===== src/rtl/conv_window_sched.sv =====
// conv_window_sched
// Raster-order sequencer for a 3x3 sliding-window convolution datapath.
// Walks an IMG_W x IMG_H image with a stride of 1..3. It drives the
// line-buffer column shifts and the window-register loads, and it raises
// window_valid once for every output pixel.
//
// Ports:
//   clk, rst       single rising-edge clock, synchronous active-high reset
//   start          begins a frame; sampled only while idle
//   stride         window step (0 is treated as 1), latched at start
//   mac_ready      MAC array accepts the presented window this cycle
//   shift_buffer   line buffers present the next column (equal to window_en)
//   window_en      window registers shift in the current column
//   window_valid   window registers hold a complete window
//   row_advance    1-cycle pulse: line buffers step down by row_step rows
//   row_step       latched effective stride
//   win_col/win_row  top-left corner of the presented window
//   busy           high from accepted start until done
//   done           1-cycle end-of-frame pulse
//   stall_cnt/win_cnt  performance counters (only with CONV_SCHED_PERF_EN)
//   state_dbg      current FSM state encoding
//
// Optional feature macro: CONV_SCHED_PERF_EN
//
// Handshake: a window transfers on every cycle where window_valid and
// mac_ready are both high. While window_valid is high and mac_ready is low,
// all outputs hold and no column is shifted.
module conv_window_sched #(
  parameter int IMG_W = 8,
  parameter int IMG_H = 8,
  parameter int CW    = 8,
  parameter int RW    = 8
) (
  input  logic          clk,
  input  logic          rst,
  input  logic          start,
  input  logic [1:0]    stride,
  input  logic          mac_ready,
  output logic          shift_buffer,
  output logic          window_en,
  output logic          window_valid,
  output logic          row_advance,
  output logic [1:0]    row_step,
  output logic [CW-1:0] win_col,
  output logic [RW-1:0] win_row,
  output logic          busy,
  output logic          done,
`ifdef CONV_SCHED_PERF_EN
  output logic [31:0]   stall_cnt,
  output logic [15:0]   win_cnt,
`endif
  output logic [2:0]    state_dbg
);

  typedef enum logic [2:0] {
    S_IDLE     = 3'd0,
    S_PRIME    = 3'd1,
    S_EMIT     = 3'd2,
    S_STEP     = 3'd3,
    S_NEXT_ROW = 3'd4,
    S_FIN      = 3'd5
  } state_t;

  localparam logic [CW:0]   W_LIM = (CW+1)'(IMG_W);
  localparam logic [RW+1:0] H_LIM = (RW+2)'(IMG_H);

  state_t        state_q, state_d;
  logic [CW-1:0] col_cnt_q, col_cnt_d;
  logic [RW-1:0] row_cnt_q, row_cnt_d;
  logic [1:0]    stride_q, stride_d;
  logic [1:0]    phase_q, phase_d;

  logic          shift_q, shift_d;
  logic          valid_q, valid_d;
  logic          row_adv_q, row_adv_d;
  logic [CW-1:0] win_col_q, win_col_d;
  logic [RW-1:0] win_row_q, win_row_d;
  logic          busy_q, busy_d;
  logic          done_q, done_d;
`ifdef CONV_SCHED_PERF_EN
  logic [31:0]   stall_cnt_q, stall_cnt_d;
  logic [15:0]   win_cnt_q, win_cnt_d;
`endif

  // Look-ahead sums, widened by one/two bits so the bound tests cannot wrap.
  logic [CW:0]   col_sum;
  logic [RW+1:0] row_sum;
  logic          handshake;

  assign col_sum   = {1'b0, col_cnt_q} + (CW+1)'(stride_q);
  assign row_sum   = {2'b00, row_cnt_q} + (RW+2)'(stride_q) + (RW+2)'(3);
  assign handshake = (state_q == S_EMIT) && mac_ready;

  always_comb begin
    state_d   = state_q;
    col_cnt_d = col_cnt_q;
    row_cnt_d = row_cnt_q;
    stride_d  = stride_q;
    phase_d   = phase_q;

    case (state_q)
      S_IDLE: begin
        if (start) begin
          stride_d  = (stride == 2'd0) ? 2'd1 : stride;
          col_cnt_d = '0;
          row_cnt_d = '0;
          phase_d   = 2'd0;
          state_d   = S_PRIME;
        end
      end
      // Fill the three window columns before the first window of a row.
      S_PRIME: begin
        col_cnt_d = col_cnt_q + CW'(1);
        if (phase_q == 2'd2) begin
          phase_d = 2'd0;
          state_d = S_EMIT;
        end else begin
          phase_d = phase_q + 2'd1;
        end
      end
      S_EMIT: begin
        if (mac_ready) begin
          phase_d = 2'd0;
          if (col_sum <= W_LIM) begin
            state_d = S_STEP;
          end else if (row_sum <= H_LIM) begin
            state_d = S_NEXT_ROW;
          end else begin
            state_d = S_FIN;
          end
        end
      end
      S_STEP: begin
        col_cnt_d = col_cnt_q + CW'(1);
        if (phase_q == 2'(stride_q - 2'd1)) begin
          phase_d = 2'd0;
          state_d = S_EMIT;
        end else begin
          phase_d = phase_q + 2'd1;
        end
      end
      S_NEXT_ROW: begin
        row_cnt_d = row_cnt_q + RW'(stride_q);
        col_cnt_d = '0;
        phase_d   = 2'd0;
        state_d   = S_PRIME;
      end
      S_FIN: begin
        state_d = S_IDLE;
      end
      default: begin
        state_d = S_IDLE;
      end
    endcase

    // Outputs are registered from the next state so they line up with state_q.
    shift_d   = (state_d == S_PRIME) || (state_d == S_STEP);
    valid_d   = (state_d == S_EMIT);
    row_adv_d = (state_d == S_NEXT_ROW);
    done_d    = (state_d == S_FIN);
    busy_d    = (state_d != S_IDLE) && (state_d != S_FIN);
    win_col_d = valid_d ? (col_cnt_d - CW'(3)) : win_col_q;
    win_row_d = valid_d ? row_cnt_d : win_row_q;

`ifdef CONV_SCHED_PERF_EN
    stall_cnt_d = stall_cnt_q;
    win_cnt_d   = win_cnt_q;
    if ((state_q == S_IDLE) && start) begin
      stall_cnt_d = '0;
      win_cnt_d   = '0;
    end else if (state_q == S_EMIT) begin
      if (handshake) begin
        win_cnt_d = win_cnt_q + 16'd1;
      end else begin
        stall_cnt_d = stall_cnt_q + 32'd1;
      end
    end
`endif
  end

  always_ff @(posedge clk) begin
    if (rst) begin
      state_q   <= S_IDLE;
      col_cnt_q <= '0;
      row_cnt_q <= '0;
      stride_q  <= 2'd0;
      phase_q   <= 2'd0;
      shift_q   <= 1'b0;
      valid_q   <= 1'b0;
      row_adv_q <= 1'b0;
      win_col_q <= '0;
      win_row_q <= '0;
      busy_q    <= 1'b0;
      done_q    <= 1'b0;
`ifdef CONV_SCHED_PERF_EN
      stall_cnt_q <= '0;
      win_cnt_q   <= '0;
`endif
    end else begin
      state_q   <= state_d;
      col_cnt_q <= col_cnt_d;
      row_cnt_q <= row_cnt_d;
      stride_q  <= stride_d;
      phase_q   <= phase_d;
      shift_q   <= shift_d;
      valid_q   <= valid_d;
      row_adv_q <= row_adv_d;
      win_col_q <= win_col_d;
      win_row_q <= win_row_d;
      busy_q    <= busy_d;
      done_q    <= done_d;
`ifdef CONV_SCHED_PERF_EN
      stall_cnt_q <= stall_cnt_d;
      win_cnt_q   <= win_cnt_d;
`endif
    end
  end

  assign shift_buffer = shift_q;
  assign window_en    = shift_q;
  assign window_valid = valid_q;
  assign row_advance  = row_adv_q;
  assign row_step     = stride_q;
  assign win_col      = win_col_q;
  assign win_row      = win_row_q;
  assign busy         = busy_q;
  assign done         = done_q;
  assign state_dbg    = state_q;
`ifdef CONV_SCHED_PERF_EN
  assign stall_cnt    = stall_cnt_q;
  assign win_cnt      = win_cnt_q;
`endif

endmodule


===== config.mk =====
export PLATFORM = sky130hd
export DESIGN_NAME = conv_window_sched
export DESIGN_NICKNAME = d
export VERILOG_FILES = /design/src/rtl/conv_window_sched.sv
export SDC_FILE = /design/constraint.sdc
export NUM_CORES = 1
export LEC_CHECK = 0
export ABC_AREA = 1
export CELL_PAD_IN_SITES_DETAIL_PLACEMENT = 1
export CELL_PAD_IN_SITES_GLOBAL_PLACEMENT = 1
export CORE_ASPECT_RATIO = 0.7
export CORE_UTILIZATION = 25
export CTS_BUF_LIST = sky130_fd_sc_hd__clkbuf_16
export CTS_CLUSTER_DIAMETER = 50
export CTS_CLUSTER_SIZE = 30
export DETAILED_ROUTE_END_ITERATION = 12
export PLACE_DENSITY_LB_ADDON = 0.1
export SYNTH_ARGS = -nofsm -noshare
export SYNTH_HDL_FRONTEND = slang
export SYNTH_SLANG_ARGS = --single-unit

===== constraint.sdc =====
create_clock -name clk -period 3.4 [get_ports clk]
set_input_delay 0.51 -clock clk [delete_from_list [all_inputs] [get_ports clk]]
set_output_delay 0.51 -clock clk [all_outputs]
set_load 0.02 [all_outputs]

* After elaboration in Yosys (flattened, before gate mapping)
Cells that the tools add are included.
** Cells by class
- Add/sub/neg operators :: 8
- Multipliers :: 0
- Div/mod/pow operators :: 0
- $lt $le $gt $ge :: 2
- Eq/ne operators :: 14
- Shift-type cells :: 0
- Multiplexer cells :: 17
- Bitwise gates (word level) :: 0
- Reduce and logical (&&, ||, !) cells :: 9
** Operator list (number)
- $pmux 8 s3 :: 1
- $add 8x2->9 :: 2
- $mux 8 :: 2
- $pmux 8 s2 :: 1
- $mux 3 :: 5
- $pmux 3 s5 :: 1
- $eq 3x2->1 const B :: 4
- $add 9x2->10 const B :: 1
- $le 10x4->1 const B :: 1
- $mux 2 :: 5
- $pmux 2 s5 :: 1
- $eq 3x3->1 const B :: 3
- $le 9x4->1 const B :: 1
- $add 8x1->8 const B :: 1
- $add 8x2->8 :: 1
- $sub 8x2->8 const B :: 1
- $eq 3x1->1 const B :: 2
- $reduce_bool 5->1 :: 1
- $ne 2x2->1 const B :: 2
- $logic_not 3->1 :: 1
- $ne 3x3->1 const B :: 1
- $reduce_and 3->1 :: 1
- $reduce_bool 3->1 :: 1
- $add 2x1->2 const B :: 1
- 9 further kinds :: 9
** Storage, ports and cells
- Register bits after elaboration :: 44
- Bits in latches :: 0
- Bits in writable memories :: 0
- Bits in read-only memories :: 0
- Bits of input ports :: 6
- Output and inout bits :: 27
- Word-level logic and storage cells :: 62
- Memories kept :: 0

* Depth between registers and ports, before layout
Gate-level depths: netlist of run 1.
- Depth after elaboration :: 9
- Depth in mapped cells :: 19
- Depth with buffers taken out :: 18

* Worst setup path after synthesis of run 1
No wires, ideal clock.
- Path kind :: flip-flop to flip-flop
- Start point :: reg stride_q[1] (netlist: row_step[1])
- End point :: reg win_col_q[5] (netlist: win_col[5])
- Library setup time :: 113 ps
- Arrival :: 2729 ps
- Required time :: 3287 ps
- Setup slack :: 558 ps
- Stages on the path, launching flop included :: 17
- Buffers on the path :: 1
- Period minus slack after synthesis :: 2842 ps
- Path through :: dfxtp_1 inv_1 ha_1 inv_1 ha_1 inv_1 fa_1 nand3b_1 nand2_1 nand3_1 nor2_1 nand2_2 a21oi_4 nand2_4 buf_6 nor2_1 nor2_1
** On the way
- Cells in the longest elaborated chain, start to end :: 8
- Elaborated cells on any way between the ends :: 13
- Those cells by class :: add/sub: 4; order compare: 2; eq/ne: 2; mux: 5
** Ends and longest elaborated chain
- from (decl) :: line 70 : logic [1:0] stride_q, stride_d;
- from (signal assigned) :: line 203 : stride_q <= stride_d;
- $add 8x2->9 :: line 91 : assign row_sum = {2'b00, row_cnt_q} + (RW+2)'(stride_q) + (RW+2)'(3);
- $add 9x2->10 :: line 91
- $le 10x4->1 :: line 126 : end else if (row_sum <= H_LIM) begin
- $mux 1 :: line 126
- $mux 3 :: line 124 : if (col_sum <= W_LIM) begin
- $mux 3 :: line 122 : if (mac_ready) begin
- $pmux 3 s5 (*) :: line 101 : case (state_q)
- $eq 3x2->1 (*) :: line 158 : valid_d = (state_d == S_EMIT);
- to (signal assigned) :: line 208 : win_col_q <= win_col_d;
- to (decl) :: line 76 : logic [CW-1:0] win_col_q, win_col_d;
Mark *: on every way between the ends. The rest lies on a longest branch, timed or not.
A chain may end at the register's enable or synchronous reset.

* Worst setup path in the final report of run 1
- Start point :: reg stride_q[0] (netlist: row_step[0])
- End point :: reg win_col_q[0] (netlist: win_col[0])
Same word-level chain as after synthesis.

==> results of run 1 <==
==> cells by family after synthesis <==
family / synth area share
AND/OR/NAND/NOR: 0.3800
buffers and inverters: 0.1318
flip-flops: 0.3200
AO/OA/AOI/OAI: 0.08091
adder cells (fa/ha/maj): 0.08091
XOR/XNOR: 0.006365
==> metal layers <==
metal,part of all wire,track usage,vias to the layer above
li1,-,-,1378
met4,0.0067,0.03571,0
met1,0.59,0.2473,1216
met2,0.37,0.2158,33
met5,0,0,-
met3,0.039,0.03571,4
==> per-stage QoR <==
step                cell area (sq um)  hold WS [ns]
global placement                 3184        0.4930
detailed placement               3184        0.4800
global route                     3352        0.5341
floorplan                        2753        0.5223
CTS                              3352        0.5096
finish                           3352        0.5003
==> power by group through the flow <==
stage                     registers (W)  clock network [W]  logic (W)
final                          0.000551           0.000573   0.000266
after global routing           0.000554           0.000616   0.000304
after CTS                      0.000552           0.000591   0.000272
after detailed placement       0.000564                  0   0.000270
after global placement         0.000564                  0   0.000267
after floorplan                0.000572                  0   0.000171
==> layout make-up <==
type | count | area, sq um | share of cell area
multi-input cells | 298 | 1509 | 0.4502
clock inverters | 3 | 42.54 | 0.01269
well taps | 148 | 185.2 | 0.05524
inverters | 71 | 266.5 | 0.07951
flip-flops and latches | 44 | 880.8 | 0.2628
repair buffers | 35 | 342.8 | 0.1023
clock buffers | 5 | 125.1 | 0.03733
==> critical path, stage by stage (launching register included) <==
cell      delay [ns]
dfxtp_1         0.44
inv_1           0.14
ha_1            0.22
inv_1           0.05
ha_1            0.15
inv_1           0.05
fa_1            0.48
nand3b_1        0.08
nand2_1         0.07
nand3_1         0.07
nor2_1          0.14
nand2_2         0.09
a21oi_4         0.45
nand2_4         0.23
nand2_1         0.11
nand2_1         0.05
nor2_1          0.11
==> flip-flops by register name, indices dropped and copies added (netlist names) <==
register,cells
win_col,8
done,1
row_cnt_q,8
window_valid,1
row_advance,1
busy,1
row_step,2
state_dbg,3
col_cnt_q,8
shift_buffer,1
win_row,8
phase_q,2
==> path summary, 6_finish.rpt <==
check,from,to,slack (ns),depth (start not counted)
setup / recovery,row_step[0],win_col[0],0.38,16
hold / removal,win_col[4],win_col[4],0.50,2
setup reg to reg,row_step[0],win_col[0],0.38,16
hold reg to reg,win_col[4],win_col[4],0.50,2
==> Yosys cell counts <==
| cell type | n |
|---|---|
| xnor2_1 | 2 |
| buf_4 | 4 |
| a31oi_1 | 1 |
| nand3_1 | 33 |
| inv_2 | 5 |
| fa_1 | 3 |
| o21bai_1 | 2 |
| o31ai_1 | 1 |
| dfxtp_1 | 44 |
| a22oi_1 | 2 |
| nand3_2 | 4 |
| nand4_1 | 4 |
| clkbuf_1 | 3 |
| a21oi_4 | 1 |
| ha_1 | 13 |
| nand2_2 | 4 |
| buf_2 | 2 |
| nand3b_1 | 7 |
| a211oi_1 | 1 |
| a21oi_1 | 16 |
| inv_1 | 66 |
| or2_1 | 1 |
| nor3b_1 | 1 |
| o21ai_0 | 15 |
| nor3_1 | 6 |
| nand2_1 | 111 |
| nor2_2 | 3 |
| nor2_1 | 66 |
| buf_6 | 4 |
| nand2_4 | 1 |
==> flow_metrics.env, run 1 <==
export IMPL_p_int_w=0.0009722
export IMPL_finalClockSkew_ns=0.005240
export IMPL_ys_types=30
export IMPL_cts_hold_buf=0
export IMPL_cts_setup_buffers=0
export IMPL_relSlewSlack=0.5089
export IMPL_drt_iter0_markers=93
export IMPL_hold_violations=0
export IMPL_layout_drive_gt1_share=0.06140
export IMPL_syn_area_sq_um=2753
export IMPL_die_area_sq_um=11440
export IMPL_dp_final_hpwl_microns=6448
export IMPL_criticalPathCategory="flip-flop to flip-flop"
export IMPL_rows=31
export IMPL_antenna_cells=0
export IMPL_grt_max_degree=25
export IMPL_clockBufferDepth=2
export IMPL_start_kind="flip-flop"
export IMPL_grt_use_total=0.1589
export IMPL_syn_nets=448
export IMPL_combPwrFrac=0.191
export IMPL_cp_max_fo=19
export IMPL_worstSkewPairLatency_ns=0.29
export IMPL_dp_cells=596
export IMPL_rsz0062_at_grt="no"
export IMPL_gp_congestion=0.7933
export IMPL_io_pins=33
export IMPL_netlist_instances=426
export IMPL_crit_arrival_ns=3.24
export IMPL_p_clk_frac=0.412
export IMPL_vias=2631
export IMPL_drv_cap=0
export IMPL_antenna_found_initial=0
export IMPL_cp_end_kind="flip-flop"
export IMPL_detail_route_vias_per_cell=4.356
export IMPL_p_total_w=0.001390
export IMPL_p_per_area_nw_per_um2=414.8
export IMPL_drtAntennaViolNets=0
export IMPL_synthTopCellsByArea="dfxtp_1 32%, nand2_1 15%, inv_1 9.0%, nor2_1 9.0%, nand3_1 6.0%"
export IMPL_period_needed_ns=3.016
export IMPL_ir_drop_mv=0.2000
export IMPL_setup_slack_ns=0.3841
export IMPL_layout_cells_non_filler=604
export IMPL_fin_tns_setup_ns=0
export IMPL_wire_per_inst_microns=13.81
export IMPL_drc=0
export IMPL_fp_dieH_microns=89.79
export IMPL_preCtsSetupSlack_ns=0.3690
export IMPL_post_cts_resized_instances=0
export IMPL_io_buffers=32
export IMPL_areaGrowthSynthToFinish_pct=21.77
export IMPL_fin_crit_sh=0.8870
export IMPL_maxSlewViolCount=0
export IMPL_pwr_share_seq=0.396
export IMPL_setup_viol=0
export IMPL_p_sw_w=0.0004182
export IMPL_ys_ff_latch=44
export IMPL_grt_pass1_vias=2750
export IMPL_h_tree_depth=2
export IMPL_yosysSeqAreaShare=0.3200
export IMPL_grt_pass1_wl_microns=14120
export IMPL_fmaxAchievable_ghz=0.3316
export IMPL_yosys_warnings=0
export IMPL_drt_pass1_iter_count=4
export IMPL_p_leak_nw=1.534
export IMPL_clockRootBuffer="clkbuf_16"
export IMPL_final_common_cell="nand2_1"
export IMPL_yosysTopAreaCell="dfxtp_1"
export IMPL_worstMarginPinSlew_ns=0.7358
export IMPL_clk_pin_slew_ns=0.07
export IMPL_p_sw_frac=0.3008
export IMPL_hp_class="flip-flop to flip-flop"
export IMPL_grt_remaining_overflow=0
export IMPL_yosys_area_top_type_share=0.3200
export IMPL_status="finished clean"
export IMPL_routed_wl_microns=8343
export IMPL_core_sq_um=10510
export IMPL_cts_sinks=44
export IMPL_final_nets=477
export IMPL_cts_tree="yes"
export IMPL_synth_avg_cell_area_sq_um=6.462
export IMPL_start_util=0.2619
export IMPL_nFillCells=1349
export IMPL_crit_required_ns=3.62
export IMPL_layout_cells_most_common_list="111 x nand2_1, 66 x inv_1, 66 x nor2_1, 44 x dfxtp_1, 33 x nand3_1"
export IMPL_utilization=0.3189
export IMPL_cts_buffers=5
export IMPL_die_w_microns=127.4
Power figures use the tool's default switching activity.
==> run 2: changes to the inputs <==
--- a/config.mk
+++ b/config.mk
@@ -8,7 +8,8 @@
 export ABC_AREA = 1
 export CELL_PAD_IN_SITES_DETAIL_PLACEMENT = 1
 export CELL_PAD_IN_SITES_GLOBAL_PLACEMENT = 1
-export CORE_ASPECT_RATIO = 0.7
+export CORE_ASPECT_RATIO = 0.5
+export CORE_MARGIN = 8
 export CORE_UTILIZATION = 25
 export CTS_BUF_LIST = sky130_fd_sc_hd__clkbuf_16
 export CTS_CLUSTER_DIAMETER = 50
==> run 2 against run 1 <==
Compared with the run above: clock skew grew 0.0035 ns; core utilization down 0.84 points; worst hold slack got worse by 0.012 ns; first-iteration DRC count increased by 22%; combinational power about the same; sequential cell count unchanged; largest cell class unchanged; sequential share of layout area decreased by 0.12 points; register-to-register slack improved by 0.18 ns; critical path depth unchanged; clock power is essentially flat; cell count down 0.17%.
==> flow_metrics.env, run 2 (same netlist as run 1, synthesis figures left out) <==
export IMPL_status="finished clean"
export IMPL_core_sq_um=10840
export IMPL_ff_latch_area_sq_um=880.8
export IMPL_grt_use_total=0.1145
export IMPL_reg2reg_slack_ns=0.57
export IMPL_hold_slack_ns=0.4883
export IMPL_hold_violations=0
export IMPL_layout_cells_most_common_list="111 x nand2_1, 66 x inv_1, 66 x nor2_1, 44 x dfxtp_1, 33 x nand3_1"
export IMPL_hold_depth=2
export IMPL_min_to="win_row[4]"
export IMPL_finalClockSkew_ns=0.008729
export IMPL_drv_cap=0
export IMPL_worstHoldStart="win_row[4]"
export IMPL_cts_sinks=44
export IMPL_fin_tns_setup_ns=0
export IMPL_start_kind="flip-flop"
export IMPL_criticalPathCategory="flip-flop to flip-flop"
export IMPL_io_pins=33
export IMPL_multiInputGateArea_sq_um=1509
export IMPL_clockBufferDepth=2
export IMPL_dp_final_hpwl_microns=6307
export IMPL_die_w_microns=164.4
export IMPL_maxSlewViolCount=0
export IMPL_ff2ff_path_depth=16
export IMPL_setup_viol=0
export IMPL_cts_setup_buffers=0
export IMPL_clockRootBuffer="clkbuf_16"
export IMPL_h_tree_depth=2
export IMPL_combPwrFrac=0.193
export IMPL_grt_pass1_wl_microns=13760
export IMPL_nFillCells=1389
export IMPL_drt_iter0_markers=113
export IMPL_routed_wl_microns=7925
export IMPL_layout_drive_gt1_share=0.06769
export IMPL_cts_hold_buf=0
export IMPL_p_leak_nw=1.544
export IMPL_wire_per_inst_microns=13.14
export IMPL_areaGrowthSynthToFinish_pct=22.32
export IMPL_start_util=0.2538
export IMPL_fmaxAchievable_ghz=0.3528
export IMPL_rr_endpoint="win_col[7]"
export IMPL_cts_tree="yes"
export IMPL_antenna_cells=0
export IMPL_worstSkewPairLatency_ns=0.29
export IMPL_p_per_area_nw_per_um2=412.3
export IMPL_p_clk_frac=0.411
export IMPL_clk_pin_slew_ns=0.07
export IMPL_io_buffers=32
export IMPL_final_common_cell="nand2_1"
export IMPL_hp_class="flip-flop to flip-flop"
export IMPL_fin_crit_sh=0.8336
export IMPL_ir_drop_mv=0.1653
export IMPL_crit_arrival_ns=3.05
export IMPL_detail_route_vias_per_cell=4.355
export IMPL_r2r_start="row_step[1]"
export IMPL_gp_congestion=0.7341
export IMPL_p_sw_frac=0.2954
export IMPL_rows=27
export IMPL_cp_max_fo=15
export IMPL_crit_required_ns=3.62
export IMPL_grt_max_degree=24
export IMPL_antenna_found_initial=0
export IMPL_p_int_w=0.0009783
export IMPL_post_cts_resized_instances=0
export IMPL_period_needed_ns=2.834
export IMPL_pwr_share_seq=0.396
export IMPL_cp_startpoint="row_step[1]"
export IMPL_drc=0
export IMPL_fp_dieH_microns=90.20
export IMPL_cts_buffers=5
export IMPL_vias=2626
export IMPL_cp_end_kind="flip-flop"
export IMPL_p_sw_w=0.0004101
export IMPL_drtAntennaViolNets=0
export IMPL_drt_pass1_iter_count=4
export IMPL_grt_remaining_overflow=0
export IMPL_die_area_sq_um=14830
export IMPL_relSlewSlack=0.5074
export IMPL_grt_pass1_vias=2746
export IMPL_rsz0062_at_grt="no"
export IMPL_worstMarginPinSlew_ns=0.7380
export IMPL_final_nets=479
==> run 2: cell types whose count changed in the layout (fill, tap and decap cells not counted), sizes merged <==
cell / change
clkinv: -2
buf: +2
inv: +1
clkinvlp: +1
==> run 2: worst max-delay path by stage <==
stage                             to  slack, ns  cells after the start
after CTS                 win_col[7]       0.54                     16
after global placement    win_row[2]       0.59                     16
after global routing      win_row[5]       0.23                     17
after floorplan           win_col[5]       0.56                     16
after detailed placement  win_col[7]       0.57                     16
final                     win_col[7]       0.57                     16
==> run 2: stage by stage <==
stage / util / setup slack [ns] / instances / cell area, sq um / total power [W]
floorplan: - / 0.5585 / 426 / 2753 / 0.0007432
global placement: 0.2947 / 0.5947 / 595 / 3196 / 0.0008383
detailed placement: 0.2947 / 0.5716 / 595 / 3196 / 0.0008339
CTS: 0.3105 / 0.5426 / 603 / 3367 / 0.001415
global route: 0.3105 / 0.2340 / 603 / 3367 / 0.001468
finish: 0.3105 / 0.5658 / 603 / 3367 / 0.001388
==> run 2: worst max-delay path, stage by stage, from the launching register on <==
cell and delay (ns):
dfxtp_1 0.33, inv_1 0.11, ha_1 0.34, inv_1 0.07, ha_1 0.17, inv_1 0.05
fa_1 0.47, nand3b_1 0.07, nand2_1 0.07, nand3_1 0.07, nor2_1 0.14, nand2_2 0.09
a21oi_4 0.30, nand2_4 0.21, nand2_2 0.09, nand2_1 0.05, nor2_1 0.12
==> run 2: power groups by stage <==
stage	logic, W	registers (W)	clock network (W)
after detailed placement	0.000271	0.000563	0
after floorplan	0.000171	0.000572	0
after global routing	0.000306	0.000553	0.000609
final	0.000268	0.000550	0.000571
after global placement	0.000276	0.000563	0
after CTS	0.000273	0.000551	0.000591
==> run 2: cell type report <==
| type | count | share of cell area |
|---|---|---|
| clock inverter | 3 | 0.01375 |
| sequential | 44 | 0.2616 |
| multi-input combinational | 298 | 0.4482 |
| timing repair buffer | 37 | 0.1063 |
| inverter | 71 | 0.07915 |
| clock buffer | 5 | 0.03716 |
| tap | 145 | 0.05388 |
==> run 2: per-layer routing <==
layer / wire length, microns / global-route usage
met1: 4130 / 0.1486
met2: 3587 / 0.1897
met3: 151 / 0.02730
met4: 55 / 0.02235
met5: 0 / 0
==> run 3: changes to the inputs <==
==> constraint.sdc (replaced) <==
create_clock -name clk -period 2.5 [get_ports clk]
set_input_delay 0.375 -clock clk [delete_from_list [all_inputs] [get_ports clk]]
set_output_delay 0.375 -clock clk [all_outputs]
set_load 0.02 [all_outputs]
==> run 3 against run 2 <==
Compared with the run above: critical endpoint is now win_row[4]; cell count is 2.7% higher; register-to-register slack worse by 0.56 ns; clock skew is 0.0018 ns lower; wire length is 5.7% higher; critical path depth down 1; worst setup slack got worse by 0.56 ns; sequential power increased by 36%; die area is the same.
==> flow_metrics.env, run 3 (same netlist as run 1, synthesis figures left out) <==
export IMPL_status="finished clean"
export IMPL_finalClockSkew_ns=0.006908
export IMPL_crit_arrival_ns=2.68
export IMPL_hold_slack_ns=0.4877
export IMPL_io_pins=33
export IMPL_drtAntennaViolNets=0
export IMPL_ir_drop_mv=0.2122
export IMPL_fp_dieH_microns=90.20
export IMPL_h_tree_depth=2
export IMPL_setup_viol=0
export IMPL_cp_top_family="adder cells"
export IMPL_cts_buffers=5
export IMPL_worstSkewPairLatency_ns=0.29
export IMPL_die_area_sq_um=14830
export IMPL_cp_num_buf_inv=5
export IMPL_final_nets=495
export IMPL_antenna_cells=0
export IMPL_setup_slack_ns=0.008768
export IMPL_cp_end_kind="flip-flop"
export IMPL_layout_cells_most_common_list="109 x nand2_1, 63 x nor2_1, 60 x inv_1, 41 x dfxtp_1, 32 x clkdlybuf4s50_1"
export IMPL_antenna_found_initial=0
export IMPL_drt_iter0_markers=115
export IMPL_detail_route_vias_per_cell=4.331
export IMPL_clk_pin_slew_ns=0.07
export IMPL_core_sq_um=10840
export IMPL_vias=2681
export IMPL_cts_sinks=44
export IMPL_preCtsSetupSlack_ns=-0.02462
export IMPL_routed_wl_microns=8375
export IMPL_hp_class="flip-flop to flip-flop"
export IMPL_crit_required_ns=2.69
export IMPL_worstMarginPinSlew_ns=0.7036
export IMPL_grt_remaining_overflow=0
export IMPL_cp_slowest_cell="fa_1"
export IMPL_nFillCells=1360
export IMPL_period_needed_ns=2.491
export IMPL_layout_drive_gt1_share=0.1435
export IMPL_dp_final_hpwl_microns=6440
export IMPL_fin_crit_sh=0.9965
export IMPL_fmaxAchievable_ghz=0.4014
export IMPL_grt_max_degree=24
export IMPL_cpMostUsedCell="nor2_1"
export IMPL_cp_max_fo=5
export IMPL_grt_pass1_vias=2730
export IMPL_cp_cell_sequence="ha_4 > inv_1 > fa_1 > inv_1 > nor2_1 > a21oi_1 > nor2_1 > nand3_2 > buf_4 > nand2_2 > a21oi_4 > buf_6 > buf_4 > a21oi_1 > nor2_1"
export IMPL_grt_pass1_wl_microns=14190
export IMPL_start_util=0.2538
export IMPL_areaGrowthSynthToFinish_pct=31.32
export IMPL_start_kind="flip-flop"
export IMPL_slowest_delay_ns=0.50
export IMPL_grt_use_total=0.1185
export IMPL_rows=27
export IMPL_clockBufferDepth=2
export IMPL_p_per_area_nw_per_um2=550.3
export IMPL_cts_tree="yes"
export IMPL_criticalPathCategory="flip-flop to flip-flop"
export IMPL_drt_pass1_iter_count=4
export IMPL_maxSlewViolCount=0
export IMPL_placed_cell_area_sq_um=3298
export IMPL_drc=0
export IMPL_relSlewSlack=0.5304
export IMPL_io_buffers=32
export IMPL_gp_congestion=0.7894
export IMPL_hold_violations=0
export IMPL_p_leak_nw=1.637
export IMPL_final_common_cell="nand2_1"
export IMPL_wire_per_inst_microns=13.53
export IMPL_fin_area_sq_um=3615
export IMPL_rsz0062_at_grt="yes"
export IMPL_die_w_microns=164.4
export IMPL_clockRootBuffer="clkbuf_16"
export IMPL_drv_cap=0
## run 3: cell count changes in the layout (fill, tap and decap cells not counted), moves of 3 or more
cell | before | now
ha_4 | 0 | 3
dfxtp_1 | 44 | 41
nand3_1 | 33 | 30
buf_6 | 0 | 6
inv_2 | 5 | 9
nand3_2 | 4 | 7
buf_4 | 5 | 14
inv_1 | 66 | 60
ha_1 | 13 | 9
nor2_1 | 66 | 63
## run 3: repair_timing
action                                  in CTS  in global routing
hold buffers                                 0                  0
endpoints found under the setup margin      16                 18
pin swaps                                    3                  8
buffers inserted                             2                  3
gates cloned                                 1                  1
resized for setup                           13                 16
## run 3: cell type report
cell class	count	area, sq um	area share
tap	145	181.4	0.05019
timing repair buffer	52	493.0	0.1364
clock inverter	3	45.04	0.01246
sequential	44	889.6	0.2461
inverter	71	274.0	0.07580
multi-input combinational	299	1607	0.4444
clock buffer	5	125.1	0.03461
## run 3: metrics by stage
stage                       util  TNS [ns]  power [W]  instances
after floorplan                -         0   0.001016        426
after global placement    0.3041         0   0.001166        604
final                     0.3333         0   0.001989        619
after global routing      0.3333    -1.755   0.002109        619
after CTS                 0.3253  -0.02856   0.001997        615
after detailed placement  0.3041  -0.08231   0.001166        604
## run 3: path summary, 6_finish.rpt
path / to / start / slack (ns) / depth (start not counted)
worst max-delay path: win_row[4] / col_cnt_q[0] / 0.009 / 15
worst min register to register: win_row[0] / win_row[0] / 0.49 / 2
worst min-delay path: win_row[0] / win_row[0] / 0.49 / 2
worst max register to register: win_row[4] / col_cnt_q[0] / 0.009 / 15
## run 3: worst register-to-register path, delay by kind of cell (launching register included)
family | cells | cell delay, ns
adders and majority gates | 2 | 0.66
DFF | 1 | 0.39
AOI/OAI and AO/OA | 3 | 0.27
and+or+nand+nor | 5 | 0.51
buffers and inverters | 5 | 0.56
## run 3: where the power goes
part | total (W) | internal, W | switching (W)
combinational | 0.000454 | 0.000186 | 0.000268
sequential | 0.000746 | 0.000724 | 0.0000219
clock | 0.000789 | 0.000477 | 0.000313
## run 3: metal layers
layer | share of wire | vias up | routed length (microns) | global-route usage
li1 | - | 1416 | - | -
met5 | 0 | - | 0 | 0
met2 | 0.43 | 17 | 3630 | 0.1890
met1 | 0.53 | 1241 | 4447 | 0.1600
met3 | 0.028 | 7 | 233 | 0.02821
met4 | 0.0076 | 0 | 64 | 0.02235
